## config.mk

```make
export PLATFORM = sky130hd
export DESIGN_NAME = pipelined_shift_unit
export DESIGN_NICKNAME = d
export VERILOG_FILES = /design/src/rtl/psu_pkg.sv /design/src/rtl/psu_stage.sv /design/src/rtl/pipelined_shift_unit.sv
export SDC_FILE = /design/constraint.sdc
export NUM_CORES = 1
export LEC_CHECK = 0
export ABC_CLOCK_PERIOD_IN_PS = 2250
export CORE_MARGIN = 2
export CORE_UTILIZATION = 50
export DETAILED_ROUTE_END_ITERATION = 16
export GPL_ROUTABILITY_DRIVEN = 1
export PLACE_DENSITY_LB_ADDON = 0.3
export SYNTH_ARGS = -nofsm -noshare
export SYNTH_HDL_FRONTEND = slang
export SYNTH_SLANG_ARGS = --single-unit
```

## constraint.sdc

```tcl
create_clock -name clk -period 2.25 [get_ports clk]
set_input_delay 0.45 -clock clk [delete_from_list [all_inputs] [get_ports clk]]
set_output_delay 0.45 -clock clk [all_outputs]
set_load 0.02 [all_outputs]
```

## src/rtl/psu_pkg.sv

```systemverilog
// Shared op encoding and logical-stage split helpers for the pipelined shift unit.
package psu_pkg;

  typedef enum logic [2:0] {
    PSU_ROL = 3'd0,
    PSU_ROR = 3'd1,
    PSU_SLL = 3'd2,
    PSU_SRL = 3'd3,
    PSU_SRA = 3'd4
  } psu_op_e;

  function automatic int psu_sa_w(int w);
    return (w <= 2) ? 1 : $clog2(w);
  endfunction

  // Early physical stages absorb the remainder, one extra logical stage each.
  function automatic int psu_ops_in_stage(int p, int sa_w, int n);
    return sa_w / n + ((p < sa_w % n) ? 1 : 0);
  endfunction

  function automatic int psu_first_op(int p, int sa_w, int n);
    return p * (sa_w / n) + ((p < sa_w % n) ? p : sa_w % n);
  endfunction

endpackage

```

## src/rtl/psu_stage.sv

```systemverilog
// One physical stage: logical shift stages FIRST_K..FIRST_K+NUM_K-1 plus the
// stage register and ready/valid logic. Zero flag present under PSU_ZERO_FLAG_EN.
module psu_stage
  import psu_pkg::*;
#(
  parameter int DATA_WIDTH = 32,
  parameter int SA_W       = 5,
  parameter int FIRST_K    = 0,
  parameter int NUM_K      = 1
) (
  input  logic                  clk,
  input  logic                  reset_n,
  input  logic                  i_valid,
  input  logic [2:0]            i_op,
  input  logic [SA_W-1:0]       i_amount,
  input  logic                  i_sign,
  input  logic [DATA_WIDTH-1:0] i_data,
  input  logic                  i_down_adv,
  output logic                  o_adv,
  output logic                  o_valid,
  output logic [2:0]            o_op,
  output logic [SA_W-1:0]       o_amount,
  output logic                  o_sign,
  output logic [DATA_WIDTH-1:0] o_data
`ifdef PSU_ZERO_FLAG_EN
  ,
  output logic                  o_zero
`endif
);

  // Shift amounts >= DATA_WIDTH only occur for DATA_WIDTH=1 and flush to the fill value.
  function automatic logic [DATA_WIDTH-1:0] shift_by(input logic [DATA_WIDTH-1:0] d,
                                                     input logic [2:0] op,
                                                     input logic sign, input int s);
    int rs;
    logic [DATA_WIDTH-1:0] fill;
    rs   = s % DATA_WIDTH;
    fill = sign ? ~({DATA_WIDTH{1'b1}} >> s) : '0;
    case (op)
      PSU_ROL: return (d << rs) | (d >> (DATA_WIDTH - rs));
      PSU_ROR: return (d >> rs) | (d << (DATA_WIDTH - rs));
      PSU_SLL: return d << s;
      PSU_SRL: return d >> s;
      PSU_SRA: return (d >> s) | fill;
      default: return d;
    endcase
  endfunction

  function automatic logic [DATA_WIDTH-1:0] apply_slice(input logic [DATA_WIDTH-1:0] d,
                                                        input logic [2:0] op,
                                                        input logic [SA_W-1:0] amount,
                                                        input logic sign);
    logic [DATA_WIDTH-1:0] r;
    logic [SA_W-1:0]       a;
    r = d;
    for (int k = FIRST_K; k < FIRST_K + NUM_K; k++) begin
      a = amount >> k;
      if (a[0]) r = shift_by(r, op, sign, 1 << k);
    end
    return r;
  endfunction

  logic                  r_valid;
  logic [2:0]            r_op;
  logic [SA_W-1:0]       r_amount;
  logic                  r_sign;
  logic [DATA_WIDTH-1:0] r_data;
  logic [DATA_WIDTH-1:0] w_next;

  assign w_next = apply_slice(i_data, i_op, i_amount, i_sign);
  assign o_adv  = !r_valid || i_down_adv;

  always_ff @(posedge clk or negedge reset_n) begin
    if (!reset_n) begin
      r_valid  <= 1'b0;
      r_op     <= '0;
      r_amount <= '0;
      r_sign   <= 1'b0;
      r_data   <= '0;
    end else if (o_adv) begin
      r_valid <= i_valid;
      if (i_valid) begin
        r_op     <= i_op;
        r_amount <= i_amount;
        r_sign   <= i_sign;
        r_data   <= w_next;
      end
    end
  end

`ifdef PSU_ZERO_FLAG_EN
  logic r_zero;
  always_ff @(posedge clk or negedge reset_n) begin
    if (!reset_n)                r_zero <= 1'b0;
    else if (o_adv && i_valid)   r_zero <= (w_next == '0);
  end
  assign o_zero = r_zero;
`endif

  assign o_valid  = r_valid;
  assign o_op     = r_op;
  assign o_amount = r_amount;
  assign o_sign   = r_sign;
  assign o_data   = r_data;

endmodule

```

## src/rtl/pipelined_shift_unit.sv

```systemverilog
// Multi-mode pipelined barrel shifter with valid/ready flow control.
// Define PSU_ZERO_FLAG_EN to add the registered out_zero result flag.
module pipelined_shift_unit
  import psu_pkg::*;
#(
  parameter  int DATA_WIDTH = 32,
  parameter  int NUM_STAGES = 2,
  localparam int SA_W       = psu_sa_w(DATA_WIDTH)
) (
  input  logic                  clk,
  input  logic                  reset_n,
  input  logic                  in_valid,
  output logic                  in_ready,
  input  logic [2:0]            in_op,
  input  logic [SA_W-1:0]       in_amount,
  input  logic [DATA_WIDTH-1:0] in_data,
  output logic                  out_valid,
  input  logic                  out_ready,
  output logic [DATA_WIDTH-1:0] out_data
`ifdef PSU_ZERO_FLAG_EN
  ,
  output logic                  out_zero
`endif
);

  localparam int EFF_NUM_STAGES = (NUM_STAGES < 1) ? 1 : NUM_STAGES;

  logic                  w_valid  [0:EFF_NUM_STAGES];
  logic [2:0]            w_op     [0:EFF_NUM_STAGES];
  logic [SA_W-1:0]       w_amount [0:EFF_NUM_STAGES];
  logic                  w_sign   [0:EFF_NUM_STAGES];
  logic [DATA_WIDTH-1:0] w_data   [0:EFF_NUM_STAGES];

  assign w_valid[0]  = in_valid;
  assign w_op[0]     = in_op;
  assign w_amount[0] = in_amount;
  assign w_sign[0]   = in_data[DATA_WIDTH-1];
  assign w_data[0]   = in_data;

  // Advance signals live in per-stage scopes so the ready chain is not one self-dependent array.
  for (genvar p = 0; p < EFF_NUM_STAGES; p++) begin : g_stage
    logic w_adv;
    logic w_down_adv;
`ifdef PSU_ZERO_FLAG_EN
    logic w_zero;
`endif

    if (p == EFF_NUM_STAGES - 1) begin : g_tail
      assign w_down_adv = out_ready;
    end else begin : g_link
      assign w_down_adv = g_stage[p+1].w_adv;
    end

    psu_stage #(
      .DATA_WIDTH (DATA_WIDTH),
      .SA_W       (SA_W),
      .FIRST_K    (psu_first_op(p, SA_W, EFF_NUM_STAGES)),
      .NUM_K      (psu_ops_in_stage(p, SA_W, EFF_NUM_STAGES))
    ) u_stage (
      .clk        (clk),
      .reset_n    (reset_n),
      .i_valid    (w_valid[p]),
      .i_op       (w_op[p]),
      .i_amount   (w_amount[p]),
      .i_sign     (w_sign[p]),
      .i_data     (w_data[p]),
      .i_down_adv (w_down_adv),
      .o_adv      (w_adv),
      .o_valid    (w_valid[p+1]),
      .o_op       (w_op[p+1]),
      .o_amount   (w_amount[p+1]),
      .o_sign     (w_sign[p+1]),
      .o_data     (w_data[p+1])
`ifdef PSU_ZERO_FLAG_EN
      ,
      .o_zero     (w_zero)
`endif
    );
  end

  assign in_ready  = g_stage[0].w_adv;
  assign out_valid = w_valid[EFF_NUM_STAGES];
  assign out_data  = w_data[EFF_NUM_STAGES];
`ifdef PSU_ZERO_FLAG_EN
  assign out_zero  = g_stage[EFF_NUM_STAGES-1].w_zero;
`endif

endmodule

```

# ---- Yosys cells after proc, flatten, opt, wreduce, memory -nomap -nowiden
# Index checks and enable logic that the tools add are counted.
dict set report totals {
  ramBits 0
  mem_count 0
  word_cells 53
  latch_bits 0
  output_inout_bits 34
  inputBits 44
  ff_bits 75
  romBits 0
}
dict set report classes {
  n_mux 15
  shift 0
  add_sub_neg 0
  n_reduce_logical 9
  n_lt_le_gt_ge 0
  bitwise 14
  n_eq_ne 8
  mul 0
  div 0
}
# op n
set op_table {}
lappend op_table {{32-bit case mux with 5 select lines} 4}
lappend op_table {{32-bit two-way mux} 10}
lappend op_table {{32-bit case mux with 4 select lines} 1}
lappend op_table {{24-bit by 32-bit OR with 32-bit output} 2}
lappend op_table {{28-bit by 32-bit OR with 32-bit output} 2}
lappend op_table {{30-bit by 32-bit OR with 32-bit output} 2}
lappend op_table {{31-bit by 32-bit OR with 32-bit output} 2}
lappend op_table {{16-bit by 32-bit OR with 32-bit output} 1}
lappend op_table {{32-bit by 1-bit OR with 32-bit output} 1}
lappend op_table {{32-bit by 16-bit OR with 32-bit output} 1}
lappend op_table {{32-bit by 2-bit OR with 32-bit output} 1}
lappend op_table {{32-bit by 4-bit OR with 32-bit output} 1}
lappend op_table {{32-bit by 8-bit OR with 32-bit output} 1}
lappend op_table {{3-bit by 2-bit == test with 1-bit output, second input constant} 4}
lappend op_table {{3-bit by 1-bit == test with 1-bit output, second input constant} 2}
lappend op_table {{3-bit == test, second input constant} 2}
lappend op_table {{3-bit zero test} 2}
lappend op_table {{2-bit AND reduction} 2}
lappend op_table {{1-bit zero test} 2}
lappend op_table {{1-bit logical OR} 2}
lappend op_table {{2-bit OR reduction} 1}

# ---- Logic depth before layout (Yosys ltp)
dict set report depth {
  depth_word 10
  mapped_depth 9
}

# ---- Modules after synthesis
# Synthesis repeated with hierarchy kept, for this count alone.
dict set report hier_totals {
  hier_cells 979
  area_unflattened_um2 7785.0
}
# mod seq_area_each_um2 instances area_each_um2 cells_each
set by_module_without_submodules {}
lappend by_module_without_submodules {{psu_stage (g_stage[0].u_stage)} 1051.0 1 4579.4 600}
lappend by_module_without_submodules {{psu_stage (g_stage[1].u_stage)} 1051.0 1 3205.6 379}

# ---- Worst setup path before layout
# Ideal clock, no wire load.
dict set report synth_timing {
  path_kind {input to register}
  from {input in_op[2]}
  to {register g_stage[0].u_stage.r_data[31]}
  cell_stages 8
  setup_slack_ns 0.121
  t_arrival_ns 1.976
  path_buffers 2
  setup_time_ns 0.152
  path_cell_list {buf_2 -> or3b_4 -> buf_6 -> o22ai_1 -> a2bb2oi_2 -> a311o_1 -> a21oi_1 -> a311oi_1}
}
dict set report synth_via {
  elab_chain_len 9
}
# element line_no
set synth_lines {}
lappend synth_lines {{start, declared} pipelined_shift_unit.sv:14} ;# input logic [2:0] in_op,
lappend synth_lines {{3-bit == test (tied with other cells)} psu_stage.sv:39} ;# case (op)
lappend synth_lines {{32-bit case mux with 5 select lines} psu_stage.sv:39}
lappend synth_lines {{32-bit two-way mux} psu_stage.sv:58} ;# if (a[0]) r = shift_by(r, op, sign, 1 << k);
lappend synth_lines {{30-bit by 32-bit OR with 32-bit output (tied with other cells)} psu_stage.sv:44} ;# PSU_SRA: return (d >> s) | fill;
lappend synth_lines {{32-bit case mux with 5 select lines} psu_stage.sv:39}
lappend synth_lines {{32-bit two-way mux} psu_stage.sv:58}
lappend synth_lines {{28-bit by 32-bit OR with 32-bit output or 32-bit by 4-bit OR with 32-bit output (tied branches)} {psu_stage.sv:41, psu_stage.sv:40}}
lappend synth_lines {{32-bit case mux with 5 select lines} psu_stage.sv:39}
lappend synth_lines {{32-bit two-way mux (*)} psu_stage.sv:58}
lappend synth_lines {{end signal, assigned} psu_stage.sv:86} ;# r_data <= w_next;
lappend synth_lines {{end, declared} psu_stage.sv:67} ;# logic [DATA_WIDTH-1:0] r_data;
# Every way passes the cells marked *; elsewhere a longest branch is shown, timed or not.
# A chain may end at the register's enable or synchronous reset.

# ---- Worst setup path in the final report
dict set report layout_timing {
  from {input in_op[1]}
  to {register g_stage[0].u_stage.r_data[3]}
}
dict set report layout_via {
  elab_chain_len 9
}
# element line_no
set layout_lines {}
lappend layout_lines {{3-bit == test (tied with other cells)} psu_stage.sv:39}
lappend layout_lines {{32-bit case mux with 5 select lines} psu_stage.sv:39}
lappend layout_lines {{32-bit two-way mux} psu_stage.sv:58}
lappend layout_lines {{30-bit by 32-bit OR with 32-bit output (tied with other cells)} psu_stage.sv:44}
lappend layout_lines {{32-bit case mux with 5 select lines} psu_stage.sv:39}
lappend layout_lines {{32-bit two-way mux} psu_stage.sv:58}
lappend layout_lines {{28-bit by 32-bit OR with 32-bit output (tied with other cells)} psu_stage.sv:44}
lappend layout_lines {{32-bit case mux with 5 select lines} psu_stage.sv:39}
lappend layout_lines {{32-bit two-way mux (*)} psu_stage.sv:58}
# Marks and branches as above.

==> results.py <==
metrics = {
    "worst_setup_path": {
        "cp-start-kind": "input pin",
        "cp_top_family": "compound AO/OA/AOI/OAI gates",
        "crit_fanout": 6,
        "crit_path_max_incr_delay_ns": 0.40,
        "worstSetupPathType": "input pin to flip-flop",
        "crit_slowest_cell": "nand4bb_2",
        "critPathBufInv": 2,
        "cp-end-kind": "flip-flop",
        "crit_start": "in_op[1]",
        "rr_startpoint": "g_stage[0].u_stage.o_op[0]",
        "crit_required_ns": 2.47,
        "crit_arrival_ns": 2.41,
        "cp_cell_sequence": "dlygate4sd2_1 > nand4bb_2 > buf_4 > o22ai_1 > nor3_1 > o311a_1 > o31a_1",
    },
    "synth": {
        "synth_cells": 823,
        "synth_top_cell_area_share": 0.281,
        "ys.flop_type": "dfrtp_1",
        "synth_area_leaders": "dfrtp_1, nand2_1, nor2_1",
        "yosysSeqAreaShare": 0.281,
        "ys_ff_latch": 72,
        "syn_avg_cell_area_um2": 7.79,
        "syn_nets": 867,
        "yosys_warnings": 0,
        "synth_area_mm2": 0.00641,
        "synth_edf_count": 0,
        "ys_async_sr_fraction": 1.00,
        "yosysUniqueCellTypes": 78,
        "yosys.area.top_type": "dfrtp_1",
    },
    "pwr": {
        "finalPower_mw": 6.64,
        "seqPwrFrac": 0.296,
        "combPwrFrac": 0.461,
        "p_leak_nw": 3.86,
        "internal-power_mw": 4.02,
        "swShare": 0.395,
        "power_density_mw_per_mm2": 731,
        "power_frac_clock": 0.243,
        "ir_drop_v": 0.000354,
        "switching_power_mw": 2.62,
    },
    "clock_network": {
        "cts_made_buffers": 9,
        "insertion_delay_ns": 0.35,
        "cts_tree": "done",
        "clk_pin_slew_worst_paths_ns": 0.06,
        "cts_setup_buffers": 0,
        "cts_buffer_depth": 2,
        "clock-sinks": 72,
        "h-tree-depth": 3,
        "cts-root-buf": "clkbuf_16",
    },
    "placed_design": {
        "post-dp-hpwl_um": 20900,
        "portBuffers": 77,
        "place_congestion": 0.980,
        "placed_area_mm2": 0.00862,
        "place_ws_ns": -0.713,
    },
    "floorplan": {
        "core_mm2": 0.0126,
        "die_area_mm2": 0.0137,
        "initial_core_util": 0.510,
        "ios": 78,
        "fp-row-count": 41,
        "chipHeight_um": 117,
        "die_x_um": 117,
    },
    "global_route": {
        "grt.total_usage": 0.407,
        "antenna_found_initial": 1,
        "use_met2": 0.639,
        "gr-usage-met3": 0.0855,
        "overflow": 0,
        "grt_pass1_vias": 7689,
        "top_usage_layer": "met2",
        "met1_usage": 0.528,
        "grt_pass1_wl_um": 42700,
        "grt_start_max_net_pins": 65,
    },
    "routing": {
        "routedWlPerCell_um": 22.8,
        "drtIter0Drc": 1100,
        "drc": 0,
        "via_per_inst": 6.68,
        "ant_nets": 0,
        "dr.pass1.iters": 6,
        "wl_um": 27700,
        "num_vias": 8117,
    },
    "worst_hold_path": {
        "min_path_type": "flip-flop to flip-flop",
        "min-delay-start": "g_stage[1].u_stage.o_data[25]",
    },
    "job": {
        "cap_violations": 0,
    },
    "timing": {
        "final-hold-violation-count": 0,
        "maxSlewViolCount": 0,
        "fin_ws_ns": 0.0637,
        "skew_ns": 0.0102,
        "worst_slew_pin_slew_ns": 0.708,
        "slew_headroom": 0.528,
        "finalCritPeriodShare": 0.972,
        "setup_viol": 0,
        "period_needed_ns": 2.19,
        "fmaxAchievable_ghz": 0.457,
    },
    "layout": {
        "final_cell_mix": "buf_4, nor2_1, nand2_1",
        "fin_nets": 1082,
        "drive_above_1_share": 0.280,
        "diodes": 0,
        "area_delta_synth_final_pct": 41.5,
        "design_area_mm2": 0.00907,
        "n_fill_cell": 1018,
        "layout_commonest_cell": "buf_4",
    },
    "run_status": {
        "outcome": "completed",
    },
}
==> worst min-delay path: stages, from the launching register on <==
cell     delay [ns]
dfrtp_1        0.34
nand2_1        0.05
o31ai_1        0.05
==> cells in the mapped netlist (8+ instances only) <==
cell type,instances
mux2i_1,13
nor2b_1,14
nor3_1,10
buf_2,17
mux2_2,24
a211oi_1,11
o21ai_0,46
o22ai_1,39
nand3_1,8
nor2_1,105
nand2_1,107
o22a_1,8
a2bb2oi_1,10
a22oi_1,20
a221oi_1,29
and2_1,13
a21oi_1,64
clkbuf_1,39
o31ai_1,23
buf_4,9
o211ai_1,9
dfrtp_1,72
==> repair_timing <==
| item | CTS | global route |
|---|---|---|
| gates cloned | 1 | 0 |
| resized for setup | 23 | 5 |
| hold buffers | 1 | 0 |
| pin swaps | 1 | 0 |
| endpoints found under the setup margin | 33 | 30 |
| hold endpoints to repair | 8 | 0 |
==> through the flow <==
stage | hold slack [ns] | setup TNS [ns] | utilization | std cells
finish | 0.471 | 0 | 0.722 | 1215
global route | 0.502 | -0.00599 | 0.722 | 1215
CTS | 0.479 | 0 | 0.721 | 1215
detailed placement | 0.314 | -17.82 | 0.686 | 1197
global placement | 0.311 | -16.25 | 0.686 | 1197
floorplan | 0.154 | 0 | - | 823
==> state kept, by name, summed over array words and instances (netlist names) <==
register	flops
g_stage.u_stage.o_data	64
g_stage.u_stage.o_valid	2
g_stage.u_stage.o_op	3
g_stage.u_stage.o_amount	2
g_stage.u_stage.o_sign	1
==> final timing paths <==
check                                                 to  depth (start not counted)  slack, ns
max in group asynchronous  g_stage[1].u_stage.o_data[26]                          3       1.14
min reg2reg                g_stage[1].u_stage.o_data[25]                          2       0.47
max reg2reg                g_stage[1].u_stage.o_data[13]                          5       0.15
min                        g_stage[1].u_stage.o_data[25]                          2       0.47
min in group asynchronous     g_stage[0].u_stage.o_valid                          2       0.49
max                         g_stage[0].u_stage.o_data[3]                          7       0.06
==> cell families (layout without fill, tap and decap cells) <==
family	Yosys count	in the layout	synth area share
AND/OR/NAND/NOR	290	291	0.202
AO/OA/AOI/OAI	343	343	0.391
flip-flops	72	72	0.281
multiplexers	38	38	0.0659
buffers and inverters	80	299	0.0601
==> power groups by stage <==
stage	clock network (mW)	logic (mW)	registers, mW
5_1_grt	1.67	3.28	1.99
6_report	1.61	3.06	1.97
3_5_place_dp	0	2.94	1.97
3_3_place_gp	0	2.89	1.95
4_1_cts	1.62	2.99	1.95
2_1_floorplan	0	1.42	2.09
==> layer usage <==
layer,up-vias,part of all wire,wire [um]
met1,3859,0.39,10800
li1,3573,-,-
met2,568,0.45,12600
met5,-,0,0
met3,117,0.10,2890
met4,0,0.053,1480
==> final cells by class <==
class	count	area [um2]	area share
Clock inverter	5	86.3	0.00952
Multi-Input combinational cell	672	4340	0.479
Sequential cell	72	1800	0.199
Tap cell	172	215	0.0237
Clock buffer	11	243	0.0268
Inverter	6	22.5	0.00248
Timing Repair Buffer	277	2360	0.260
No activity file was read; power rests on OpenSTA's default activity.
